## config.mk

```make
export PLATFORM = sky130hd
export DESIGN_NAME = run_length_detector
export DESIGN_NICKNAME = d
export VERILOG_FILES = /design/src/rtl/run_length_detector.sv
export SDC_FILE = /design/constraint.sdc
export NUM_CORES = 1
export LEC_CHECK = 0
export CORE_AREA = 10 10 47 49
export CTS_CLUSTER_DIAMETER = 200
export DETAILED_ROUTE_END_ITERATION = 6
export DIE_AREA = 0 0 57 59
export PLACE_DENSITY = 0.58
export RECOVER_POWER = 50
export SYNTH_ARGS = -nofsm -noshare
export SYNTH_HDL_FRONTEND = slang
export SYNTH_SLANG_ARGS = --single-unit
```

## constraint.sdc

```tcl
create_clock -name clk -period 1.89 [get_ports clk]
set_input_delay 0.4725 -clock clk [delete_from_list [all_inputs] [get_ports clk]]
set_output_delay 0.4725 -clock clk [all_outputs]
set_load 0.05 [all_outputs]
```

## src/rtl/run_length_detector.sv

```systemverilog
// Start/detect controller: after s, counts cycles with x=1 and raises g when the count reaches TARGET.
// Optional cycle timeout in COUNT is enabled by defining RLD_TIMEOUT_EN.
module run_length_detector #(
    parameter int WIDTH       = 4,
    parameter int TARGET      = 15,
    parameter bit CONSEC      = 1'b1,
    parameter int TIMEOUT_CYC = 64
) (
    input  logic             clk,
    input  logic             rst,
    input  logic             s,
    input  logic             x,
    input  logic             clr,
    output logic             g,
    output logic             busy,
    output logic [WIDTH-1:0] cnt,
`ifdef RLD_TIMEOUT_EN
    output logic             timeout,
`endif
    output logic [1:0]       state
);

    typedef enum logic [1:0] {
        IDLE  = 2'b00,
        COUNT = 2'b01,
        DONE  = 2'b10,
        TOUT  = 2'b11
    } state_t;

    if (TARGET < 1 || TARGET > (2**WIDTH) - 1) begin : g_bad_target
        $error("run_length_detector: TARGET must lie in 1..2**WIDTH-1");
    end
    if (TIMEOUT_CYC < 1) begin : g_bad_timeout
        $error("run_length_detector: TIMEOUT_CYC must be at least 1");
    end

    // One extra bit on the sum keeps the compare exact when TARGET is the all-ones value.
    localparam logic [WIDTH:0] TGT = (WIDTH+1)'(TARGET);

    state_t         state_q;
    logic [WIDTH:0] cnt_inc;
    logic           hit;

    assign cnt_inc = {1'b0, cnt} + (WIDTH+1)'(1);
    assign hit     = x && (cnt_inc == TGT);
    assign state   = state_q;

`ifdef RLD_TIMEOUT_EN
    localparam int          TW   = $clog2(TIMEOUT_CYC + 1);
    localparam logic [TW:0] TLIM = (TW+1)'(TIMEOUT_CYC);

    logic [TW-1:0] tcnt;
    logic [TW:0]   tcnt_inc;
    logic          expire;

    assign tcnt_inc = {1'b0, tcnt} + (TW+1)'(1);
    assign expire   = (tcnt_inc == TLIM);
`endif

    // NOTE: all state below is updated with non-blocking assignments so every register
    // sees the pre-edge values of its neighbours, independent of statement order.
    always_ff @(posedge clk) begin
        if (rst || clr) begin
            state_q <= IDLE;
            cnt     <= '0;
            g       <= 1'b0;
            busy    <= 1'b0;
`ifdef RLD_TIMEOUT_EN
            timeout <= 1'b0;
            tcnt    <= '0;
`endif
        end else begin
            case (state_q)
                IDLE: begin
                    if (s) begin
                        state_q <= COUNT;
                        busy    <= 1'b1;
                        cnt     <= '0;
`ifdef RLD_TIMEOUT_EN
                        tcnt    <= '0;
`endif
                    end
                end

                COUNT: begin
                    if (x) begin
                        cnt <= cnt_inc[WIDTH-1:0];
                    end else if (CONSEC) begin
                        cnt <= '0;
                    end
`ifdef RLD_TIMEOUT_EN
                    tcnt <= tcnt_inc[TW-1:0];
`endif
                    // Reaching TARGET takes precedence over a coincident timeout.
                    if (hit) begin
                        state_q <= DONE;
                        g       <= 1'b1;
                        busy    <= 1'b0;
                    end
`ifdef RLD_TIMEOUT_EN
                    else if (expire) begin
                        state_q <= TOUT;
                        timeout <= 1'b1;
                        busy    <= 1'b0;
                    end
`endif
                end

                DONE: begin
                    if (!s) begin
                        state_q <= IDLE;
                        g       <= 1'b0;
                        cnt     <= '0;
                    end
                end

`ifdef RLD_TIMEOUT_EN
                TOUT: begin
                    if (!s) begin
                        state_q <= IDLE;
                        timeout <= 1'b0;
                        cnt     <= '0;
                    end
                end
`endif

                default: begin
                    state_q <= IDLE;
                    cnt     <= '0;
                    g       <= 1'b0;
                    busy    <= 1'b0;
                end
            endcase
        end
    end

endmodule

```

* Word level (Yosys, flattened, before mapping)
Index checks and enable logic that the tools add are counted.
Storage, ports and cells: bits of input ports 5, flip-flop bits (word level) 8, output and inout bits 8
Operators by class: add/sub/neg operators 1, bitwise logic cells 2, reduce and logical (&&, ||, !) cells 7, muxes and demuxes 14, equality and inequality tests 6
Operators by type and width (count):
- 4-bit 2-to-1 mux | 3
- 4-bit case mux with 3 select lines | 1
- 3-bit AND reduction | 3
- 2-bit 2-to-1 mux | 3
- 2-bit != test (second input constant) | 3
- 1-bit case mux with 3 select lines | 2
- 2-bit case mux with 3 select lines | 1
- 4-bit by 1-bit adder with 5-bit output (second input constant) | 1
- 5-bit by 4-bit == test with 1-bit output (second input constant) | 1
- 1-bit 2-to-1 mux | 4
- 2-bit by 1-bit == test with 1-bit output (second input constant) | 1
- 2-bit == test (second input constant) | 1
- 2-bit logical NOT | 1
- 1-bit NOT | 2
- 2-bit AND reduction | 1
- 1-bit logical AND | 1
- 1-bit logical OR | 1

* Logic depth before layout (Yosys ltp)
word-level depth 5, mapped depth 5, gate-level depth less buffers 5

* Least setup slack after synthesis
Ideal clock, no wire load.
kind register to register, start register cnt[0], end register g, path slack 0.142 ns, buffers on the path 0, arrival 1.678 ns, cell stages (with the launch flop) 6, required time 1.820 ns, cell sequence dfxtp_1 -> ha_1 -> xor2_1 -> nand4_1 -> or3_1 -> a21oi_1
On the way: word-level cells in the longest chain between the ends 5
RTL lines:
- from (decl) | line 16 | output logic [WIDTH-1:0] cnt,
- from (signal assigned) | line 87 | cnt <= cnt_inc[WIDTH-1:0];
- 4-bit by 1-bit adder with 5-bit output | line 44 | assign cnt_inc = {1'b0, cnt} + (WIDTH+1)'(1);
- 5-bit by 4-bit == test with 1-bit output | line 45 | assign hit = x && (cnt_inc == TGT);
- 1-bit logical AND | line 45
- 2-bit != test (no line)
- 3-bit AND reduction (no line)
- to (signal assigned) | line 66 | g <= 1'b0;
- to (signal assigned) | line 97 | g <= 1'b1;
- to (signal assigned) | line 112 | g <= 1'b0;
- to (decl) | line 14 | output logic g,
Every way passes these cells. A chain may end at the register's enable or synchronous reset.

* Worst setup path in the final report
start register cnt[2], end output port cnt[2]
No word-level cell between the ends.

==> results.cfg <==
[power_and_ir_drop]
total_leakage_power_uw = 0.000193
total_power_uw = 342
pwr-share-comb = 0.101
p_switching_uw = 83.1
p_int_uw = 259
ir_drop_mv = 0.359
power.share.switching = 0.243
power_density_nw_per_um2 = 676
seqPwrFrac = 0.510
power.share.clock = 0.390

[synth]
synth_async_sr_flop_share = 0
avgSynthCellArea_um2 = 8.20
ys_warn_count = 0
ys.flop_type = dfxtp_1
synth.top_cell.area_share = 0.416
ys_seq_elements = 8
syn_area_um2 = 385
ys_top_cells_by_count = dfxtp_1, nor2_1, a21oi_1
yosys.cell_types.count = 19
synth_top_area_cell = dfxtp_1
synthTopCellsByArea = dfxtp_1, a21oi_1, nor2_1, xor2_1, ha_1
ys_seq_area_frac = 0.416
synth_edf_count = 0
syn_inst = 47
synth.net_count = 54

[sta]
slew_headroom = 0.600
hold_viol_final = 0
clock_skew_ps = 5.93
setup_viol = 0
period_share = 0.859
rsz0062_at_grt = no
period_minus_slack_ps = 1620
drv_slew = 0
hold_slack_ps = 492
fmax_mhz = 616
tightest_slew_ps = 603
setup_tns_ps = 0

[final_layout]
nets = 70
drive_above_1_share = 0.0984
synthToLayoutAreaGrowth_pct = 31.2
n_antenna_cell = 0

[flow_run]
max_cap_viol_count = 0

[setup_path]
path_max_fanout = 5
worst-endpoint-required_ps = 1420
arrival_ps = 1150
cpLargestDelayFamily = buffers and inverters
end_kind = output port
slowest_delay_ps = 490
r2r_slack_ps = 440
crit_buf_inv = 1
crit_chain = clkbuf_1
rr_endpoint = state[1]
crit_type = flop to output port
reg2reg_from = cnt[0]
worst_setup_path_start_kind = flop
cpMaxStageDelayCell = clkbuf_1
worst_r2r_path_depth = 5

[min_path]
hold-path-endpoint = g
hold_depth = 2
worstHoldStart = g
hold_path_class = flop to flop

[placement]
dpl.hpwl_um = 668
numPortBuffers = 12
gp_congestion = 0.665

[global_route]
first_global_vias = 352
grt_pass1_wl_um = 1460
grt_max_degree = 9
track_usage = 0.0546
grt_antenna_before_repair = 0
grt.overflow.total = 0

[floorplan]
fp.dieH_um = 59
pin_count = 13
dieArea_um2 = 3360
rows = 14
coreArea_um2 = 1400
die_w_um = 57
initial_utilization = 0.275

[clock_network]
clockRootBuffer = clkbuf_4
cts_made_buffers = 3
clkSlewWorstSetupHoldPaths_ps = 50
cts_resized = 0
ctsHoldBuffers = 0
htree_levels = 1
cts_sinks = 8
clkLatencyLatePin_ps = 260
postCtsSetupRepairBufs = 0
cts_tree = built
clock_path_buffers = 2

[detailed_routing]
dr.pass1.iters = 2
drt_wl_total_um = 844
drc = 0
vias_per_cell = 4.71
drtIter0Drc = 1
avgRoutedWirePerCell_um = 11.0
dr_total_vias = 363
drt.antenna.violating_nets = 0

[run_status]
status = completed
[stage by stage]
step                utilization  area [um2]  setup WS, ps  std cells
finish                    0.361         505           266         77
global route              0.361         505           222         77
CTS                       0.374         524           416         77
detailed placement        0.358         502           142         74
global placement          0.358         502           181         74
floorplan                     -         385           142         47
[how the worst max path moves through the flow]
| stage | cells past startpoint | startpoint | endpoint |
|---|---|---|---|
| after CTS | 4 | x | cnt[2] |
| after global routing | 1 | cnt[2] | cnt[2] |
| after floorplan | 5 | cnt[0] | g |
| after global placement | 4 | x | cnt[2] |
| after detailed placement | 4 | x | cnt[2] |
| final | 1 | cnt[2] | cnt[2] |
[layer usage]
metal,track usage,routed length [um],vias to the layer above
met5,0,0,-
met4,0.0503,36,0
met3,0.0258,69,5
met2,0.0729,334,12
met1,0.0623,404,155
li1,-,-,191
[final cells by class]
class	count	area [um2]
Clock buffer	3	22.5
Fill cell	166	896
Inverter	2	7.51
Multi-Input combinational cell	36	214
Sequential cell	8	160
Tap cell	16	20.0
Timing Repair Buffer	12	81.3
[logic make-up (layout without fill, tap and decap cells)]
group / Yosys count / in the layout / share of synthesized area
buf+inv: 3 / 17 / 0.0292
fa+ha+maj: 2 / 2 / 0.0649
flops: 8 / 8 / 0.416
xor+xnor: 3 / 3 / 0.0682
compound gates: 11 / 11 / 0.153
simple gates: 20 / 20 / 0.269
[worst register-to-register path: stages (launching register included)]
cell and delay, ps:
dfxtp_1 410, ha_1 220, xor2_1 150, nand4_1 130, or3_1 340, a21oi_1 130
[flip-flops by register name (all words and copies together) (netlist names)]
signal and flops:
g 1, state 2, cnt 4, busy 1
[power by group through the flow]
stage          logic [uW]  registers [uW]  clock network, uW
4_1_cts              37.0             174                138
3_3_place_gp         36.8             178                  0
6_report             34.4             174                133
2_1_floorplan        12.8             186                  0
5_1_grt              37.5             174                149
3_5_place_dp         36.7             178                  0
[layout by cell type, fill, tap and decap left out, drive strengths merged]
master,instances
nand3b,1
a21oi,7
o21ai,3
buf,3
clkbuf,8
inv,2
nand4,1
or3b,1
dlygate4sd3,1
clkdlybuf4s50,3
a2bb2oi,1
or2,1
or3,2
nor3,1
nor2b,2
ha,2
nor4,1
nand3,1
dfxtp,8
xor2,3
nand2,1
nor2,8
No activity file was read; power rests on OpenSTA's default activity.
